**config.mk**
```make
export PLATFORM = sky130hd
export DESIGN_NAME = multicycle_control_unit
export DESIGN_NICKNAME = d
export VERILOG_FILES = /design/src/rtl/mc_ctrl_pkg.sv /design/src/rtl/alu_decoder.sv /design/src/rtl/multicycle_control_unit.sv
export SDC_FILE = /design/constraint.sdc
export NUM_CORES = 1
export LEC_CHECK = 0
export ABC_AREA = 0
export CELL_PAD_IN_SITES_DETAIL_PLACEMENT = 1
export CELL_PAD_IN_SITES_GLOBAL_PLACEMENT = 1
export CORE_ASPECT_RATIO = 0.9
export CORE_MARGIN = 8
export CORE_UTILIZATION = 25
export DETAILED_ROUTE_END_ITERATION = 16
export PLACE_DENSITY = 0.82
export REMOVE_ABC_BUFFERS = 1
export SLEW_MARGIN = 5
export SYNTH_ARGS = -nofsm -noshare
export SYNTH_HDL_FRONTEND = slang
export SYNTH_SLANG_ARGS = --single-unit
```
**constraint.sdc**
```tcl
create_clock -name clk -period 2.19 [get_ports clk]
set_input_delay 0.438 -clock clk [delete_from_list [all_inputs] [get_ports clk]]
set_output_delay 0.438 -clock clk [all_outputs]
set_load 0.01 [all_outputs]
```
**src/rtl/mc_ctrl_pkg.sv**
```systemverilog
// -----------------------------------------------------------------------------
// mc_ctrl_pkg
// Shared definitions for the multicycle RV32I control unit:
//   - FSM state encodings (4-bit, FETCH..TRAP)
//   - RV32I opcodes handled by the control unit
//   - ALUOp, ResultSrc, ALUSrcA, ALUSrcB, ImmSrc and ALUControl encodings
//   - imm_src_of(): opcode -> immediate format select
// -----------------------------------------------------------------------------
package mc_ctrl_pkg;

    // FSM state enumeration, kept as plain 4-bit constants so state_o is a
    // stable, tool-independent debug encoding.
    typedef logic [3:0] mc_state_t;

    localparam mc_state_t ST_FETCH    = 4'd0;
    localparam mc_state_t ST_DECODE   = 4'd1;
    localparam mc_state_t ST_MEMADR   = 4'd2;
    localparam mc_state_t ST_MEMREAD  = 4'd3;
    localparam mc_state_t ST_MEMWB    = 4'd4;
    localparam mc_state_t ST_MEMWRITE = 4'd5;
    localparam mc_state_t ST_EXECR    = 4'd6;
    localparam mc_state_t ST_EXECI    = 4'd7;
    localparam mc_state_t ST_ALUWB    = 4'd8;
    localparam mc_state_t ST_JAL      = 4'd9;
    localparam mc_state_t ST_BEQ      = 4'd10;
    localparam mc_state_t ST_TRAP     = 4'd11;

    // Opcodes (instr[6:0])
    localparam logic [6:0] OP_LW    = 7'b0000011;
    localparam logic [6:0] OP_SW    = 7'b0100011;
    localparam logic [6:0] OP_RTYPE = 7'b0110011;
    localparam logic [6:0] OP_ITYPE = 7'b0010011;
    localparam logic [6:0] OP_JAL   = 7'b1101111;
    localparam logic [6:0] OP_BEQ   = 7'b1100011;

    // ALUOp
    localparam logic [1:0] ALUOP_ADD   = 2'b00;
    localparam logic [1:0] ALUOP_SUB   = 2'b01;
    localparam logic [1:0] ALUOP_FUNCT = 2'b10;

    // ResultSrc
    localparam logic [1:0] RES_ALUOUT    = 2'b00;
    localparam logic [1:0] RES_DATA      = 2'b01;
    localparam logic [1:0] RES_ALURESULT = 2'b10;

    // ALUSrcA
    localparam logic [1:0] SRCA_PC    = 2'b00;
    localparam logic [1:0] SRCA_OLDPC = 2'b01;
    localparam logic [1:0] SRCA_RS1   = 2'b10;

    // ALUSrcB
    localparam logic [1:0] SRCB_RS2  = 2'b00;
    localparam logic [1:0] SRCB_IMM  = 2'b01;
    localparam logic [1:0] SRCB_FOUR = 2'b10;

    // ImmSrc
    localparam logic [1:0] IMM_I = 2'b00;
    localparam logic [1:0] IMM_S = 2'b01;
    localparam logic [1:0] IMM_B = 2'b10;
    localparam logic [1:0] IMM_J = 2'b11;

    // ALUControl codes produced by alu_decoder
    localparam logic [2:0] ALU_ADD = 3'b000;
    localparam logic [2:0] ALU_SUB = 3'b001;
    localparam logic [2:0] ALU_AND = 3'b010;
    localparam logic [2:0] ALU_OR  = 3'b011;
    localparam logic [2:0] ALU_SLT = 3'b101;

    // Immediate format for the extend unit; purely a function of the opcode.
    function automatic logic [1:0] imm_src_of(input logic [6:0] op);
        logic [1:0] imm;
        case (op)
            OP_LW, OP_ITYPE: imm = IMM_I;
            OP_SW:           imm = IMM_S;
            OP_BEQ:          imm = IMM_B;
            OP_JAL:          imm = IMM_J;
            default:         imm = IMM_I;
        endcase
        return imm;
    endfunction

endpackage

```
**src/rtl/alu_decoder.sv**
```systemverilog
// -----------------------------------------------------------------------------
// alu_decoder
// Translates ALUOp plus instruction fields into the ALU operation code.
// Ports:
//   alu_op_i      ALUOp: 00 add, 01 sub, 10 decode funct fields
//   op5_i         instr[5] (distinguishes R-type from I-type ALU ops)
//   funct3_i      instr[14:12]
//   funct7b5_i    instr[30]
//   alu_control_o ALU operation (add 000, sub 001, and 010, or 011, slt 101)
// -----------------------------------------------------------------------------
module alu_decoder
    import mc_ctrl_pkg::*;
(
    input  logic [1:0] alu_op_i,
    input  logic       op5_i,
    input  logic [2:0] funct3_i,
    input  logic       funct7b5_i,
    output logic [2:0] alu_control_o
);

    // Fixed add/sub for address and branch work, funct decode for ALU ops
    always_comb begin
        alu_control_o = ALU_ADD;
        case (alu_op_i)
            ALUOP_ADD: alu_control_o = ALU_ADD;
            ALUOP_SUB: alu_control_o = ALU_SUB;
            ALUOP_FUNCT: begin
                case (funct3_i)
                    3'b000: begin
                        // Only R-type uses instr[30] as sub; for addi it is an immediate bit
                        if (op5_i && funct7b5_i) begin
                            alu_control_o = ALU_SUB;
                        end else begin
                            alu_control_o = ALU_ADD;
                        end
                    end
                    3'b010:  alu_control_o = ALU_SLT;
                    3'b110:  alu_control_o = ALU_OR;
                    3'b111:  alu_control_o = ALU_AND;
                    default: alu_control_o = ALU_ADD;
                endcase
            end
            default: alu_control_o = ALU_ADD;
        endcase
    end

endmodule

```
**src/rtl/multicycle_control_unit.sv**
```systemverilog
// -----------------------------------------------------------------------------
// multicycle_control_unit
// Moore-FSM control for the multicycle RV32I datapath (lw, sw, R/I ALU, beq,
// jal). Sequences FETCH/DECODE/EXECUTE/MEM/WB and stalls FETCH, MEMREAD and
// MEMWRITE on the unified memory's mem_ready handshake.
//
// Build option: define MC_ILLEGAL_TRAP_EN to send unknown opcodes to a TRAP
// state (sticky illegal_o, exit only via reset). Without it an unknown opcode
// completes as a NOP and illegal_o is tied low.
//
// Parameters:
//   ALU_CTRL_W    width of ALUControl (>= 3)
//   IMM_SRC_W     width of ImmSrc (>= 2)
//   MEM_HANDSHAKE 1: wait for mem_ready, 0: mem_ready treated as always 1
// Ports:
//   clk, rst_n                  clock, async active-low reset
//   op, funct3, funct7b5        instruction fields from the IR
//   zero                        ALU zero flag (beq)
//   mem_ready                   memory access completes this cycle
//   PCWrite, AdrSrc, MemWrite,
//   IRWrite, RegWrite           datapath enables / address select
//   ResultSrc, ALUSrcA, ALUSrcB mux selects
//   ImmSrc, ALUControl          extend format and ALU operation
//   illegal_o                   sticky illegal-opcode flag
//   state_o                     current FSM state (debug)
// -----------------------------------------------------------------------------
module multicycle_control_unit
    import mc_ctrl_pkg::*;
#(
    parameter int ALU_CTRL_W    = 3,
    parameter int IMM_SRC_W     = 2,
    parameter int MEM_HANDSHAKE = 1
) (
    input  logic                  clk,
    input  logic                  rst_n,
    input  logic [6:0]            op,
    input  logic [2:0]            funct3,
    input  logic                  funct7b5,
    input  logic                  zero,
    input  logic                  mem_ready,
    output logic                  PCWrite,
    output logic                  AdrSrc,
    output logic                  MemWrite,
    output logic                  IRWrite,
    output logic                  RegWrite,
    output logic [1:0]            ResultSrc,
    output logic [1:0]            ALUSrcA,
    output logic [1:0]            ALUSrcB,
    output logic [IMM_SRC_W-1:0]  ImmSrc,
    output logic [ALU_CTRL_W-1:0] ALUControl,
    output logic                  illegal_o,
    output logic [3:0]            state_o
);

    mc_state_t   state_q;
    mc_state_t   state_d;
    logic        mem_ok_s;
    logic        pc_update_s;
    logic        branch_s;
    logic        adr_src_s;
    logic        mem_write_s;
    logic        ir_write_s;
    logic        reg_write_s;
    logic [1:0]  result_src_s;
    logic [1:0]  alu_src_a_s;
    logic [1:0]  alu_src_b_s;
    logic [1:0]  alu_op_s;
    logic [2:0]  alu_ctrl_s;

    assign mem_ok_s = (MEM_HANDSHAKE != 0) ? mem_ready : 1'b1;

    // State register; the async reset lands in FETCH from any state
    always_ff @(posedge clk or negedge rst_n) begin
        if (!rst_n) begin
            state_q <= ST_FETCH;
        end else begin
            state_q <= state_d;
        end
    end

    // Next-state logic
    always_comb begin
        state_d = state_q;
        case (state_q)
            ST_FETCH: begin
                if (mem_ok_s) begin
                    state_d = ST_DECODE;
                end else begin
                    state_d = ST_FETCH;
                end
            end
            ST_DECODE: begin
                case (op)
                    OP_LW, OP_SW: state_d = ST_MEMADR;
                    OP_RTYPE:     state_d = ST_EXECR;
                    OP_ITYPE:     state_d = ST_EXECI;
                    OP_JAL:       state_d = ST_JAL;
                    OP_BEQ:       state_d = ST_BEQ;
`ifdef MC_ILLEGAL_TRAP_EN
                    default:      state_d = ST_TRAP;
`else
                    // PC was already advanced in FETCH, so this retires as a NOP
                    default:      state_d = ST_FETCH;
`endif
                endcase
            end
            ST_MEMADR: begin
                if (op == OP_LW) begin
                    state_d = ST_MEMREAD;
                end else begin
                    state_d = ST_MEMWRITE;
                end
            end
            ST_MEMREAD: begin
                if (mem_ok_s) begin
                    state_d = ST_MEMWB;
                end else begin
                    state_d = ST_MEMREAD;
                end
            end
            ST_MEMWB:    state_d = ST_FETCH;
            ST_MEMWRITE: begin
                if (mem_ok_s) begin
                    state_d = ST_FETCH;
                end else begin
                    state_d = ST_MEMWRITE;
                end
            end
            ST_EXECR:    state_d = ST_ALUWB;
            ST_EXECI:    state_d = ST_ALUWB;
            ST_ALUWB:    state_d = ST_FETCH;
            ST_JAL:      state_d = ST_ALUWB;
            ST_BEQ:      state_d = ST_FETCH;
            ST_TRAP:     state_d = ST_TRAP;
            default:     state_d = ST_FETCH;
        endcase
    end

    // Moore output decode; only FETCH's enables look at mem_ready
    always_comb begin
        pc_update_s  = 1'b0;
        branch_s     = 1'b0;
        adr_src_s    = 1'b0;
        mem_write_s  = 1'b0;
        ir_write_s   = 1'b0;
        reg_write_s  = 1'b0;
        result_src_s = RES_ALUOUT;
        alu_src_a_s  = SRCA_PC;
        alu_src_b_s  = SRCB_RS2;
        alu_op_s     = ALUOP_ADD;
        case (state_q)
            ST_FETCH: begin
                ir_write_s   = mem_ok_s;
                pc_update_s  = mem_ok_s;
                alu_src_a_s  = SRCA_PC;
                alu_src_b_s  = SRCB_FOUR;
                result_src_s = RES_ALURESULT;
            end
            ST_DECODE: begin
                // Branch target OldPC + imm is precomputed here into ALUOut
                alu_src_a_s = SRCA_OLDPC;
                alu_src_b_s = SRCB_IMM;
            end
            ST_MEMADR: begin
                alu_src_a_s = SRCA_RS1;
                alu_src_b_s = SRCB_IMM;
            end
            ST_MEMREAD: begin
                adr_src_s    = 1'b1;
                result_src_s = RES_ALUOUT;
            end
            ST_MEMWB: begin
                result_src_s = RES_DATA;
                reg_write_s  = 1'b1;
            end
            ST_MEMWRITE: begin
                // Held high for the whole wait so the memory sees a stable request
                adr_src_s    = 1'b1;
                mem_write_s  = 1'b1;
                result_src_s = RES_ALUOUT;
            end
            ST_EXECR: begin
                alu_src_a_s = SRCA_RS1;
                alu_src_b_s = SRCB_RS2;
                alu_op_s    = ALUOP_FUNCT;
            end
            ST_EXECI: begin
                alu_src_a_s = SRCA_RS1;
                alu_src_b_s = SRCB_IMM;
                alu_op_s    = ALUOP_FUNCT;
            end
            ST_ALUWB: begin
                result_src_s = RES_ALUOUT;
                reg_write_s  = 1'b1;
            end
            ST_JAL: begin
                // ALU forms OldPC+4 (link value); PC loads the target from ALUOut
                alu_src_a_s  = SRCA_OLDPC;
                alu_src_b_s  = SRCB_FOUR;
                result_src_s = RES_ALUOUT;
                pc_update_s  = 1'b1;
            end
            ST_BEQ: begin
                alu_src_a_s  = SRCA_RS1;
                alu_src_b_s  = SRCB_RS2;
                alu_op_s     = ALUOP_SUB;
                result_src_s = RES_ALUOUT;
                branch_s     = 1'b1;
            end
            ST_TRAP: begin
                pc_update_s = 1'b0;
            end
            default: begin
                pc_update_s = 1'b0;
            end
        endcase
    end

    alu_decoder u_alu_decoder (
        .alu_op_i      (alu_op_s),
        .op5_i         (op[5]),
        .funct3_i      (funct3),
        .funct7b5_i    (funct7b5),
        .alu_control_o (alu_ctrl_s)
    );

    // Enables are gated with rst_n so nothing writes while reset is held
    assign PCWrite    = rst_n & (pc_update_s | (branch_s & zero));
    assign IRWrite    = rst_n & ir_write_s;
    assign MemWrite   = rst_n & mem_write_s;
    assign RegWrite   = rst_n & reg_write_s;
    assign AdrSrc     = adr_src_s;
    assign ResultSrc  = result_src_s;
    assign ALUSrcA    = alu_src_a_s;
    assign ALUSrcB    = alu_src_b_s;
    assign ImmSrc     = IMM_SRC_W'(imm_src_of(op));
    assign ALUControl = ALU_CTRL_W'(alu_ctrl_s);
    assign state_o    = state_q;

`ifdef MC_ILLEGAL_TRAP_EN
    logic illegal_q;
    logic illegal_d;

    // Flag sets on entry to TRAP and stays set until reset
    always_comb begin
        illegal_d = illegal_q | (state_d == ST_TRAP);
    end

    // Sticky illegal-opcode register
    always_ff @(posedge clk or negedge rst_n) begin
        if (!rst_n) begin
            illegal_q <= 1'b0;
        end else begin
            illegal_q <= illegal_d;
        end
    end

    assign illegal_o = illegal_q;
`else
    assign illegal_o = 1'b0;
`endif

endmodule
```
# == Word level (Yosys, flattened, before mapping) ==
# Cells that the tools add are included.
# totals
inputBits,15
output_inout_bits,21
register_bits,4
# classes
n_reduce_logical,12
mux,20
bitwise_logic,6
eq_ne,22
# ops
op,count
one-hot mux 4 bit (7 select lines),1
one-hot mux 4 bit (5 select lines),1
== test 4 x 3 -> 1 bit (second input constant),4
== test 4 bit (second input constant),4
one-hot mux 2 bit (2 select lines),4
== test 7 x 6 -> 1 bit (second input constant),2
== test 7 bit (second input constant),2
one-hot mux 3 bit (4 select lines),1
OR reduction 2 bit,6
2-to-1 mux 3 bit,3
== test 4 x 2 -> 1 bit (second input constant),2
== test 7 x 2 -> 1 bit (second input constant),1
== test 7 x 5 -> 1 bit (second input constant),1
2-to-1 mux 1 bit,7
== test 3 bit (second input constant),2
one-hot mux 2 bit (3 select lines),1
one-hot mux 3 bit (2 select lines),1
OR reduction 3 bit,2
bitwise AND 1 bit,5
== test 4 x 1 -> 1 bit (second input constant),1
zero test 4 bit,1
OR reduction 4 bit,1
== test 3 x 2 -> 1 bit (second input constant),1
zero test 3 bit,1
other kinds (5),5

# == Longest topological paths before layout ==
# Gate-level depths: netlist (run 1).
# depth
ltp_word,5
depth_mapped,7
depth_no_buf,7

# == By module ==
# From an unflattened synthesis (run 1), not the netlist that was laid out.
# hier_totals
hier_cells,80
hier_area_um2,629.4
# by_module_without_submodules
module,instances,area_per_inst_um2,seq_area_each_um2,cells_per_inst
multicycle_control_unit,1,533.0,100.1,69
alu_decoder,1,96.3,0.0,11

# == Worst setup path after synthesis (run 1) ==
# Ideal clock, no wire load.
# synth_path
path_type,register to output
start,"register state_q[0], in the netlist state_o[0]"
end,output ALUControl[2]
path_slack_ns,0.285
required_ns,1.752
n_path_buf,1
arrival_ns,1.467
stages_incl_launch_ff,7
path_cell_list,dfrtp_1 > buf_2 > nor2_1 > nand2_1 > or2_1 > ha_1 > nor4bb_1
# synth_between
elab_chain_len,5
# synth_lines
element,line,source
from (decl),multicycle_control_unit.sv:55,mc_state_t state_q;
from (signal assigned),multicycle_control_unit.sv:77,state_q <= state_d;
== test 4 x 3 -> 1 bit,multicycle_control_unit.sv:151,case (state_q)
OR reduction 2 bit (no source line),n/a,
one-hot mux 2 bit (2 select lines) *,multicycle_control_unit.sv:151,
== test 2 bit or == test 2 x 1 -> 1 bit (tied branches),alu_decoder.sv:24,case (alu_op_i)
one-hot mux 3 bit (2 select lines) *,alu_decoder.sv:24,
to (decl),multicycle_control_unit.sv:50,"output logic [ALU_CTRL_W-1:0] ALUControl,"
# Mark *: on every way between the ends. The rest lies on a longest branch, timed or not.

# == Final worst setup path (run 1) ==
# layout_path
start,"register state_q[1], in the netlist state_o[1]"
end,output ALUControl[1]
# The elaborated chain is that of the path after synthesis.

==> impl_table.tex, run 1 <==
\begin{tabular}{lr}
\hline
Metric & Value \\
\hline
\multicolumn{2}{l}{\textbf{Run status}} \\
Run status & finished clean \\
\multicolumn{2}{l}{\textbf{Power}} \\
Peak supply drop & 0.179 mV \\
Power, Total & 0.366 mW \\
P per Cell Area & 290 nW/um\^{}2 \\
Static power due to leakage & 0.575 nW \\
\multicolumn{2}{l}{\textbf{Detailed routing}} \\
Via/cell ratio & 5.08 \\
Post-route DRC violation count & 0 \\
Remaining number of nets flagged by the antenna check after routing & 0 \\
Via count of the routed design & 849 \\
Detailed-routing iteration count for the pre-antenna-repair pass & 3 \\
Drt wl/cell & 17.4 um \\
Total wire length & 2900 um \\
Initial drt markers & 25 \\
\multicolumn{2}{l}{\textbf{Worst setup path}} \\
Crit-path leading delay family & simple AND/OR/NAND/NOR gates \\
Sum of buffers and inverters on the critical path & 2 \\
Series of cell instances along the critical path & inv\_2, nor2\_2, nand2\_1, or2\_1, ha\_4, and4b\_1, clkdlybuf4s15\_2 \\
Setup CP Type & flip-flop to output pin \\
Critical Path Slowest Stage Cell & dfrtp\_1 \\
Worst endpoint data arrival time & 1.69 ns \\
Critical Path End Type & output pin \\
Data required time at the worst endpoint & 1.75 ns \\
Max Fanout on Critical Path & 3 \\
Launching element type of the critical path & flip-flop \\
Max incr delay on CP & 0.36 ns \\
\multicolumn{2}{l}{\textbf{Clocking}} \\
Clk root buf & clkbuf\_4 \\
Clock tree sinks & 4 \\
Number of buffers created by CTS & 3 \\
Worst-case clock buffer depth & 2 \\
CTS clk-pin slew, worst paths & 0.04 ns \\
Maximum level of the CTS H-tree & 1 \\
Clock tree from TritonCTS & done \\
Insertion delay of the later-clocked pin in the worst-skew pair & 0.25 ns \\
\multicolumn{2}{l}{\textbf{Global routing}} \\
Grt total ovfl & 0 \\
Wire length of the first global-routing pass & 4540 um \\
Maximum number of pins on one net before global-route repair & 14 \\
Number of global-route vias before repair & 983 \\
Antenna violations before repair & 0 \\
Combined global-route utilization of all metal layers & 13.2\% \\
\multicolumn{2}{l}{\textbf{Logic synthesis}} \\
Count of flip-flops with a built-in enable after synthesis & 0 \\
Post-Synthesis Cells & 81 \\
Mean cell area of the mapped netlist & 7.66 um\^{}2 \\
Post-synthesis instance area & 621 um\^{}2 \\
Ys flop type & dfrtp\_1 \\
Top cells by area, synth & dfrtp\_1 16\%, nand2\_1 5.4\%, nor3b\_1 4.8\%, nor2\_1 4.2\%, ha\_1 4.0\% \\
Fraction of synthesis flops using an asynchronous set or reset pin & 100\% \\
Number of distinct library cell variants in the gate-level netlist after synthesis & 42 \\
Post-synthesis register bit count & 4 \\
Cell type contributing the most total cell area after synthesis & dfrtp\_1 \\
YS warnings & 0 \\
Area share of the leading cell type in the synthesized netlist & 16.1\% \\
Sequential share of the synthesized area & 16.1\% \\
\multicolumn{2}{l}{\textbf{Layout}} \\
Post-layout net count & 158 \\
Final antenna diode count & 0 \\
Post-Layout Inst Area & 1260 um\^{}2 \\
Number of filler cells placed in the layout & 288 \\
Sequential standard cell area & 100 um\^{}2 \\
Area occupied by multi-input gates & 579 um\^{}2 \\
Post-route non-filler standard cell count & 167 \\
Max reg flops & 4 \\
Final cell utilization of the core & 52.5\% \\
Ratio of cells with drive above 1 in the final layout & 39.6\% \\
Area delta synth->final & 103\% \\
\multicolumn{2}{l}{\textbf{STA}} \\
Final critical delay including setup and external delays & 2.13 ns \\
Number of setup violations in the final report & 0 \\
Count of final max-slew check failures & 0 \\
Aggregate negative setup slack & 0 ns \\
Worst Hold Margin & 0.320 ns \\
Final clock period utilization by the worst path & 97.0\% \\
Worst Slack Setup Final & 0.0648 ns \\
Worst Clk Skew & 0.00320 ns \\
Hold Violations, Final & 0 \\
Upper clock frequency limit & 471 MHz \\
\multicolumn{2}{l}{\textbf{Floorplan}} \\
Count of standard-cell rows & 17 \\
Initial cell density of the core & 25.8\% \\
Die area & 4330 um\^{}2 \\
Core Area & 2400 um\^{}2 \\
Die Y & 63.3 um \\
Top Ports & 36 \\
Die Wd & 68.5 um \\
\multicolumn{2}{l}{\textbf{Hold path}} \\
Worst min-delay path category & primary input to async pin \\
\multicolumn{2}{l}{\textbf{Place}} \\
Setup Slack @ Placement & -0.352 ns \\
Number of input and output port buffers inserted & 34 \\
Detail Placement HPWL & 2170 um \\
Placed Area & 1150 um\^{}2 \\
Placed insts & 163 \\
Final Wtd Congestion & 0.822 \\
\multicolumn{2}{l}{\textbf{Run}} \\
Max-cap viol count & 0 \\
\hline
\end{tabular}
## cells in the mapped netlist, drive strengths merged, types with 2 or more instances
master,number
nor4b,3
xor2,2
nor4,2
o21ai,5
xnor2,2
dfrtp,4
a21oi,2
nor3b,5
buf,5
or2,2
a31oi,2
and2,2
inv,3
nand2,9
nor2b,3
a32oi,2
nand2b,3
and3,2
nor2,7
ha,2
## worst reg2reg max path, cell delays in order (launching register included)
cell       delay, ns
dfrtp_1         0.38
buf_6           0.18
nor2b_1         0.23
nor3b_2         0.27
nand2_1         0.08
o2111ai_1       0.19
## worst paths after layout
check                                     startpoint                   end  slack (ns)  depth (start not counted)
worst max-delay path            state_o[1]$_DFF_PN0_         ALUControl[1]        0.06                          7
min in group clk                state_o[3]$_DFF_PN0_  state_o[3]$_DFF_PN0_        0.69                          2
worst min-delay path                           rst_n  state_o[2]$_DFF_PN0_        0.32                          2
max in group asynchronous                      rst_n  state_o[0]$_DFF_PN0_        1.77                          2
worst max register to register  state_o[0]$_DFF_PN0_  state_o[2]$_DFF_PN0_        0.76                          5
worst min register to register  state_o[3]$_DFF_PN0_  state_o[3]$_DFF_PN0_        0.69                          2
## layout by cell type (no fill, tap or decap), types with 3 or more instances in the layout
master           netlist  final
nor2_1                 7      5
nand2b_1               3      3
nor3b_1                4      4
o21ai_1                4      4
buf_4                  1     25
clkdlybuf4s50_1        0     16
dfrtp_1                4      4
clkbuf_4               0      3
dlygate4sd2_1          0     10
nand2_1                9      8
## logic make-up after synthesis
group / share of synthesized area, %
AND/OR/NAND/NOR: 48.0
AO/OA/AOI/OAI: 18.3
buffers and inverters: 7.26
XOR/XNOR: 5.65
flip-flops: 16.1
adder cells (fa/ha/maj): 4.03
other: 0.604
## power by group
group	total [mW]	internal (mW)	switching, mW
registers	0.0804	0.0774	0.00298
logic	0.184	0.101	0.0825
clock network	0.102	0.0620	0.0405
## layout make-up
cell class              instances  area share (%)
inverters                       3           0.893
clock buffers                   3            1.79
repair buffers                 60            40.7
multi-input cells              69            45.9
well taps                      28            2.78
flip-flops and latches          4            7.94
## routing by layer
metal,routed length [um],vias to the layer above,GRT usage (%)
li1,-,414,-
met1,1110,406,14.2
met2,1580,23,23.7
met3,145,6,4.06
met4,57,0,3.07
met5,0,-,0
## repair_timing
action | in CTS | in global routing
pin swaps | 3 | 1
hold buffers | 0 | 0
setup endpoints to repair | 15 | 7
resized for setup | 33 | 17
setup buffers | 0 | 1
(Power assumes the default switching activity.)
==> inputs of run 2 (changes only) <==
--- a/config.mk
+++ b/config.mk
@@ -5,16 +5,15 @@
 export SDC_FILE = /design/constraint.sdc
 export NUM_CORES = 1
 export LEC_CHECK = 0
-export ABC_AREA = 0
+export ABC_AREA = 1
 export CELL_PAD_IN_SITES_DETAIL_PLACEMENT = 1
 export CELL_PAD_IN_SITES_GLOBAL_PLACEMENT = 1
 export CORE_ASPECT_RATIO = 0.9
 export CORE_MARGIN = 8
-export CORE_UTILIZATION = 25
+export CORE_UTILIZATION = 21
 export DETAILED_ROUTE_END_ITERATION = 16
-export PLACE_DENSITY = 0.82
+export PLACE_DENSITY = 0.8
 export REMOVE_ABC_BUFFERS = 1
-export SLEW_MARGIN = 5
 export SYNTH_ARGS = -nofsm -noshare
 export SYNTH_HDL_FRONTEND = slang
 export SYNTH_SLANG_ARGS = --single-unit
==> impl_table.tex, run 2 <==
\begin{tabular}{lr}
\hline
Metric & Value \\
\hline
\multicolumn{2}{l}{\textbf{Run status}} \\
Run status & finished clean \\
\multicolumn{2}{l}{\textbf{Layout}} \\
Most frequent standard cell in the layout excluding fill and tap cells & nand2\_1 \\
Ratio of cells with drive above 1 in the final layout & 26.6\% \\
Sequential standard cell area & 101 um\^{}2 \\
Area delta synth->final & 101\% \\
Post-route non-filler standard cell count & 186 \\
Commonest non-fill, non-tap cells in the layout & 23 x nand2\_1, 22 x buf\_4, 20 x clkdlybuf4s50\_1, 16 x inv\_1, 14 x nor2\_1 \\
Max reg flops & 4 \\
Area occupied by multi-input gates & 389 um\^{}2 \\
Number of filler cells placed in the layout & 316 \\
Final antenna diode count & 0 \\
Post-layout net count & 177 \\
\multicolumn{2}{l}{\textbf{Power}} \\
P per Cell Area & 293 nW/um\^{}2 \\
Static power due to leakage & 0.643 nW \\
Power, Total & 0.327 mW \\
Peak supply drop & 0.179 mV \\
\multicolumn{2}{l}{\textbf{Global routing}} \\
Grt total ovfl & 0 \\
Antenna violations before repair & 0 \\
Wire length of the first global-routing pass & 4160 um \\
Maximum number of pins on one net before global-route repair & 7 \\
Combined global-route utilization of all metal layers & 10.7\% \\
Number of global-route vias before repair & 990 \\
\multicolumn{2}{l}{\textbf{Hold path}} \\
Worst min-delay path category & primary input to async pin \\
\multicolumn{2}{l}{\textbf{Clocking}} \\
Insertion delay of the later-clocked pin in the worst-skew pair & 0.23 ns \\
CTS Hold Buffers Added & 0 \\
Worst-case clock buffer depth & 2 \\
Number of buffers created by CTS & 3 \\
Clock tree sinks & 4 \\
CTS clk-pin slew, worst paths & 0.04 ns \\
Clock tree from TritonCTS & done \\
Maximum level of the CTS H-tree & 1 \\
Clk root buf & clkbuf\_4 \\
\multicolumn{2}{l}{\textbf{Worst setup path}} \\
R2R cell count & 7 \\
Data required time at the worst endpoint & 1.75 ns \\
Setup CP Type & primary input to output pin \\
R2R setup slack & 0.94 ns \\
Launching element type of the critical path & primary input \\
Max Fanout on Critical Path & 3 \\
Capturing instance or port of the critical path & ImmSrc[0] \\
Endpoint of the worst register-to-register path & state\_o[0]\$\_DFF\_PN0\_ \\
Critical Path End Type & output pin \\
Reg-to-Reg Start & state\_o[3]\$\_DFF\_PN0\_ \\
Worst endpoint data arrival time & 1.61 ns \\
CP Launch Point & op[5] \\
\multicolumn{2}{l}{\textbf{STA}} \\
Final critical delay including setup and external delays & 2.05 ns \\
Final clock period utilization by the worst path & 93.6\% \\
Worst Slack Setup Final & 0.140 ns \\
Aggregate negative setup slack & 0 ns \\
Worst Hold Margin & 0.495 ns \\
Upper clock frequency limit & 488 MHz \\
Number of setup violations in the final report & 0 \\
Worst Clk Skew & 0.00307 ns \\
Hold Violations, Final & 0 \\
Count of final max-slew check failures & 0 \\
\multicolumn{2}{l}{\textbf{Floorplan}} \\
Top Ports & 36 \\
Die area & 4530 um\^{}2 \\
Count of standard-cell rows & 17 \\
Die Y & 64.7 um \\
Die Wd & 70.1 um \\
Core Area & 2470 um\^{}2 \\
Initial cell density of the core & 22.4\% \\
\multicolumn{2}{l}{\textbf{Logic synthesis}} \\
Post-Synthesis Cells & 100 \\
Most repeated cell in the gate-level netlist after synthesis & nand2\_1 \\
Post-synthesis instance area & 553 um\^{}2 \\
Ys flop type & dfrtp\_1 \\
Count of flip-flops with a built-in enable after synthesis & 0 \\
Mean cell area of the mapped netlist & 5.53 um\^{}2 \\
Fraction of synthesis flops using an asynchronous set or reset pin & 100\% \\
YS warnings & 0 \\
Post-synthesis register bit count & 4 \\
Cell type contributing the most total cell area after synthesis & dfrtp\_1 \\
Top cells by area, synth & dfrtp\_1 18\%, nand2\_1 17\%, inv\_1 12\%, nor2\_1 12\%, nand3\_1 9.0\% \\
Number of distinct library cell variants in the gate-level netlist after synthesis & 21 \\
Sequential share of the synthesized area & 18.1\% \\
Area share of the leading cell type in the synthesized netlist & 18.1\% \\
Most frequent cells after synthesis & 25 x nand2\_1, 17 x inv\_1, 17 x nor2\_1 \\
\multicolumn{2}{l}{\textbf{Place}} \\
Placed insts & 183 \\
Detail Placement HPWL & 2120 um \\
Final Wtd Congestion & 0.833 \\
Number of input and output port buffers inserted & 34 \\
Setup Slack @ Placement & -0.219 ns \\
\multicolumn{2}{l}{\textbf{Detailed routing}} \\
Post-route DRC violation count & 0 \\
Detailed-routing iteration count for the pre-antenna-repair pass & 4 \\
Drt wl/cell & 12.7 um \\
Via/cell ratio & 4.65 \\
Remaining number of nets flagged by the antenna check after routing & 0 \\
Via count of the routed design & 865 \\
Total wire length & 2370 um \\
Initial drt markers & 25 \\
\multicolumn{2}{l}{\textbf{Run}} \\
Max-cap viol count & 0 \\
\hline
\end{tabular}
[run 2: cell count changes after synthesis, moves of 4 or more]
cell / before / now
inv_1: 1 / 17
nand2_1: 9 / 25
nand3_1: 0 / 10
nor2_1: 7 / 17
o21ai_0: 1 / 5
o21ai_1: 4 / 0
[run 2: critical path: stages]
cell and delay, ns:
clkdlybuf4s50_1 0.48, nand2_1 0.10, nor2_2 0.13, nand3_1 0.11
o31ai_1 0.08, clkdlybuf4s15_1 0.27
[run 2: power breakdown]
part / switching (mW) / internal, mW / total, mW
sequential: 0.00268 / 0.0777 / 0.0804
clock: 0.0283 / 0.0611 / 0.0894
combinational: 0.0731 / 0.0838 / 0.157
[run 2: worst min path at each step]
| stage | slack (ns) | cells past startpoint | endpoint |
|---|---|---|---|
| detailed placement | 0.72 | 4 | state_o[3]$_DFF_PN0_ |
| floorplan | 0.14 | 0 | state_o[0]$_DFF_PN0_ |
| CTS | 0.49 | 2 | state_o[1]$_DFF_PN0_ |
| global route | 0.49 | 2 | state_o[1]$_DFF_PN0_ |
| finish | 0.50 | 2 | state_o[1]$_DFF_PN0_ |
| global placement | 0.70 | 4 | state_o[3]$_DFF_PN0_ |
[run 2: timing repair]
item | CTS | global route
endpoints found under the setup margin | 11 | 7
buffers inserted | 0 | 0
pin swaps | 0 | 3
gates resized for setup | 13 | 17
[run 2: area by class of cell]
cell class                      count  area share (%)
Timing Repair Buffer               56            44.4
Multi-Input combinational cell     76            34.9
Sequential cell                     4            9.10
Inverter                           19            6.40
Tap cell                           28            3.15
Clock buffer                        3            2.02
[run 2: metal layers]
metal	share of wire (%)	track usage [%]	routed length, um	up-vias
met5	0	0	0	-
met4	2.2	5.26	51	0
met3	6.3	2.44	148	6
met2	52	20.8	1240	30
met1	39	10.4	928	396
li1	-	-	-	433
[run 2: cell families after synthesis]
logic type,Yosys count,synth area share (%)
buffers and inverters,20,14.3
flip-flops,4,18.1
AND/OR/NAND/NOR,63,52.3
adder cells (fa/ha/maj),2,4.52
AO/OA/AOI/OAI,10,10.2
other,1,0.678
[run 2: stage by stage]
stage | area (um^2) | utilization [%]
2_1_floorplan | 546 | -
3_3_place_gp | 1090 | 44.0
3_5_place_dp | 1090 | 44.0
4_1_cts | 1100 | 44.6
5_1_grt | 1110 | 45.1
6_report | 1110 | 45.1
==> variant 1 (settings of run 1) <==
`ALU_CTRL_W`: 3 -> 6. Comments in the files are not updated.
--- a/src/rtl/multicycle_control_unit.sv
+++ b/src/rtl/multicycle_control_unit.sv
@@ -27,7 +27,7 @@
 module multicycle_control_unit
     import mc_ctrl_pkg::*;
 #(
-    parameter int ALU_CTRL_W    = 3,
+    parameter int ALU_CTRL_W    = 6,
     parameter int IMM_SRC_W     = 2,
     parameter int MEM_HANDSHAKE = 1
 ) (
Interface: changed (resized ALUControl); port bits go from 36 to 39. No check against the original RTL was run, so the function may have changed too.
==> variant 1 against run 1 <==
Largest power group unchanged; total power grew 0.16%; setup slack better by 0.013 ns; sequential share of layout area rose by 0.056 points; global-route usage shrank 0.35 points; wire length increased by 1.6%; via count up 1.9%; first-iteration DRC count unchanged; critical endpoint is now ImmSrc[1]; synthesized area is 3.6% higher; cell area decreased by 0.69%; combinational power is 6% higher; cell count grew 4.2%; worst hold slack improved by 0.041 ns; sequential cell count unchanged.
==> variant 1: results (changes against run 1) <==
Netlist cell types=42 (unchanged); 1st-pass router iterations=4 (+1); Routed WL=2950 um (+1.6%); final HPWL from detailed placement=2240 um (+3.1%); max reg flops=4 (unchanged); gr usage total=12.8% (-0.35 points); Synth area leaders=dfrtp_1 16%, nand2_1 5.3%, buf_4 4.7%; Antenna diodes=0 (unchanged); worst-path fanout max=2 (-1); P_leak=0.000621 uW (+8.0%); ys flop type=dfrtp_1; synth cell count leaders=9 x nand2_1, 7 x nor2_1; status=finished, final reports clean; maximum vdd ir drop=0.201 mV (+13%); Clock transition at path regs=0.04 ns (about the same); CTS buffer count=3 (unchanged); Skew-Pair Late Insertion Delay=0.23 ns (-0.02 ns); register area share after synthesis=15.6% (-0.56 points); Nets=165 (+4.4%); Via density=4.97 (-2.2%); share of cells above drive strength 1=35.6% (-4.0 points); worst hold path type=primary input to asynchronous set/reset pin; clk buf depth=2 (unchanged); Worst EP arrival=1.67 ns (-0.02 ns); vias in the first global route=997 (+1.4%); first-pass GRT wire length=4830 um (+6.4%); I/O Buffers=34 (unchanged); Net Sw Frac=32.2% (-2.2 points); Fin Clk Skew=0.00115 ns (-0.00206 ns); Async SR Flop Fraction=100% (unchanged); number of H-tree levels=1 (unchanged); GPL Wtd Cong=0.816 (-0.71%); largest net degree at the start of global routing=14 (unchanged); 1st-iter DRT viols=25 (unchanged); Synth Warn #=0 (unchanged)
[variant 1: changes by cell type after synthesis]
cell / before / now
buf_4: 1 / 4
[variant 1: metal layers]
layer / wire length (um) / vias to the layer above / GRT usage [%]
li1: - / 422 / -
met3: 131 / 2 / 3.70
met4: 19 / 0 / 3.58
met2: 1590 / 23 / 23.6
met1: 1210 / 418 / 14.0
met5: 0 / - / 0
[variant 1: final cells by class]
type	instances	area (um2)
Timing Repair Buffer	64	543
Multi-Input combinational cell	72	541
Tap cell	28	35.0
Fill cell	307	1190
Sequential cell	4	100
Clock buffer	3	22.5
Inverter	3	11.3
[variant 1: what timing repair did]
action / in CTS / in global routing
hold buffers: 0 / 0
setup endpoints to repair: 13 / 9
gates resized for setup: 28 / 14
buffers inserted: 0 / 6
endpoints found under the hold margin: 0 / 0
pin swaps: 2 / 1
[variant 1: per-stage QoR]
step | area (um2) | TNS [ns] | total power, uW | instances | setup WS [ns]
after floorplan | 598 | 0 | 149 | 79 | 0.0861
after global placement | 1150 | -0.865 | 250 | 165 | -0.253
final | 1250 | 0 | 367 | 174 | 0.0777
after global routing | 1250 | -0.00859 | 393 | 174 | -0.00643
after detailed placement | 1150 | -1.22 | 256 | 165 | -0.344
after CTS | 1180 | 0 | 350 | 168 | 0.0162
[variant 1: power by group through the flow]
stage          Clock [uW]  Combinational [uW]  Sequential (uW)
3_3_place_gp            0                 170             80.2
2_1_floorplan           0                58.8             90.7
6_report             90.3                 195             81.4
5_1_grt               101                 210             81.7
4_1_cts              95.2                 174             80.2
3_5_place_dp            0                 175             80.4
[variant 1: worst paths after layout]
check | start | end | slack, ns | cells after the start
worst max-delay path | op[0] | ImmSrc[1] | 0.08 | 5
worst min-delay path | rst_n | state_o[2] | 0.36 | 2
worst max register to register | state_o[0] | state_o[2] | 0.70 | 6
worst min register to register | state_o[3] | state_o[3] | 0.73 | 2
max in group asynchronous | rst_n | state_o[3] | 1.73 | 2
min in group clk | state_o[3] | state_o[3] | 0.73 | 2
[variant 1: worst max-delay path, cell delays in order]
cell and delay (ns):
clkdlybuf4s50_1 0.53, buf_4 0.14, nand2_1 0.06, nor3_2 0.20, dlygate4sd2_1 0.30
[variant 1: cell families (layout without fill, tap and decap cells)]
kind of cell | count (synthesis) | count (layout) | synth area share [%]
and+or+nand+nor | 45 | 45 | 46.3
AOI/OAI and AO/OA | 17 | 17 | 17.7
DFF | 4 | 4 | 15.6
xor gates and xnor gates | 4 | 4 | 5.45
buffers and inverters | 11 | 70 | 10.5
other | 1 | 4 | 0.583
adders and majority gates | 2 | 2 | 3.89
==> variant 2 (flow settings as in run 1) <==
Without the edit above. The option `MC_ILLEGAL_TRAP_EN` is turned on by a define.
--- a/src/rtl/multicycle_control_unit.sv
+++ b/src/rtl/multicycle_control_unit.sv
@@ -24,6 +24,8 @@
 //   illegal_o                   sticky illegal-opcode flag
 //   state_o                     current FSM state (debug)
 // -----------------------------------------------------------------------------
+`define MC_ILLEGAL_TRAP_EN
+
 module multicycle_control_unit
     import mc_ctrl_pkg::*;
 #(
Formal check against the unedited RTL: not equivalent (Yosys sat finds a counterexample within 4 cycles, from zero or initial values and one cycle with rst_n low).
==> variant 2 against run 1 <==
Setup slack got worse by 0.027 ns; wire length rose by 3.9%; die area rose by 2.9%; maximum frequency fell by 1.3%; register-to-register slack got worse by 0.57 ns; synthesized area rose by 3.8%; sequential cell count rose by 1; cell area rose by 1.4%; first-iteration DRC count rose by 40%.
Power is left out: it rests on default switching activity, and per cell area and clock period it moved more than threefold.
==> variant 2: results (changes against run 1) <==
first-pass GRT wire length=4930 um (+8.5%); Worst R2R Setup Slack=0.19 ns (-0.57 ns); Netlist cell types=39 (-7.1%); Skew-Pair Late Insertion Delay=0.23 ns (-0.02 ns); Synth area leaders=dfrtp_1 19%, nor2_1 5.2%, nand2_1 4.1%; synth cell count leaders=9 x nor2_1, 7 x nand2_1, 5 x dfrtp_1, 5 x inv_1, 5 x nor3_1; final HPWL from detailed placement=2410 um (+11%); share of cells above drive strength 1=30.5% (-9.0 points); Crit-path slowest cell=dfrtp_1; ys flop type=dfrtp_1; status=finished, final reports clean; DP Area=1230 um2 (+6.9%); top cell family by delay on the critical path=buffers and inverters; GPL Wtd Cong=0.961 (+17%); GRT met1 Usage=13.0% (-1.2 points); global-route track usage on met2=26.1% (+2.4 points); gr usage total=13.1% (-0.068 points); worst-path fanout max=2 (-1); Nets=172 (+8.9%); register area share after synthesis=19.4% (+3.3 points); I/O Buffers=35 (+2.9%); 1st-iter DRT viols=35 (+40%); r2r worst-path depth=6 (+1); largest net degree at the start of global routing=13 (-1); worst reg2reg path startpoint=state_o[2]; FF-to-FF End=illegal_o; initial antenna violation count=0 (unchanged); synthesized flop and latch total=5 (+1); 1st-pass router iterations=4 (+1); Vias=927 (+9.2%); vias in the first global route=989 (+0.61%); met3 usage=3.09% (-0.98 points); Routed WL=3010 um (+3.9%); Worst EP arrival=1.71 ns (+0.02 ns); Fin Clk Skew=0.00286 ns (-0.000340 ns)
==> variant 2: cell types whose count changed after synthesis, sizes merged, moves of 3 or more <==
| cell | before | now |
|---|---|---|
| buf | 5 | 1 |
| clkbuf | 0 | 4 |
| nor3 | 1 | 5 |
| nor3b | 5 | 1 |
| nor4b | 3 | 0 |
| or3 | 0 | 3 |
==> variant 2: repair_timing <==
action                                  4_1_cts  5_1_grt
hold buffers                                  0        0
endpoints found under the setup margin       11        6
pin swaps                                     1        0
gates resized for setup                      24       10
buffers inserted                              1        0
==> variant 2: cells by family after synthesis <==
family          Yosys count  synth area share, %
simple gates             47                 40.4
buf+inv                  10                 6.99
xor+xnor                  2                 2.72
fa+ha+maj                 2                 3.88
compound gates           23                 26.6
flops                     5                 19.4
==> variant 2: layer usage <==
metal,vias to the layer above,part of all wire [%]
li1,457,-
met1,440,38
met2,26,56
met3,4,5.5
met4,0,0.83
met5,-,0
==> variant 2: layout make-up <==
class / instances / area (um2)
clock buffer: 4 / 26.3
fill: 300 / 1170
inverter: 5 / 18.8
multi-input combinational: 74 / 505
sequential: 5 / 125
tap: 28 / 35.0
timing repair buffer: 66 / 568
==> variant 2: worst max-delay path by stage <==
stage | start | end | slack, ns
6_report | state_o[2] | ALUControl[0] | 0.04
5_1_grt | state_o[2] | ALUControl[0] | -0.01
4_1_cts | op[5] | ALUControl[0] | 0.01
3_5_place_dp | mem_ready | PCWrite | -0.26
3_3_place_gp | op[2] | ImmSrc[0] | -0.17
2_1_floorplan | state_o[2] | ALUControl[2] | 0.006
==> variant 2: per-stage QoR <==
step           cells  utilization (%)  setup slack (ns)  hold WS [ns]  TNS, ns
4_1_cts          182             51.6            0.0133         0.474        0
6_report         182             52.3            0.0377         0.260        0
3_3_place_gp     177             50.2            -0.165         0.459   -0.627
2_1_floorplan     84                -           0.00592         0.142        0
3_5_place_dp     177             50.2            -0.260         0.463    -1.03
5_1_grt          182             52.3           -0.0118         0.271  -0.0118
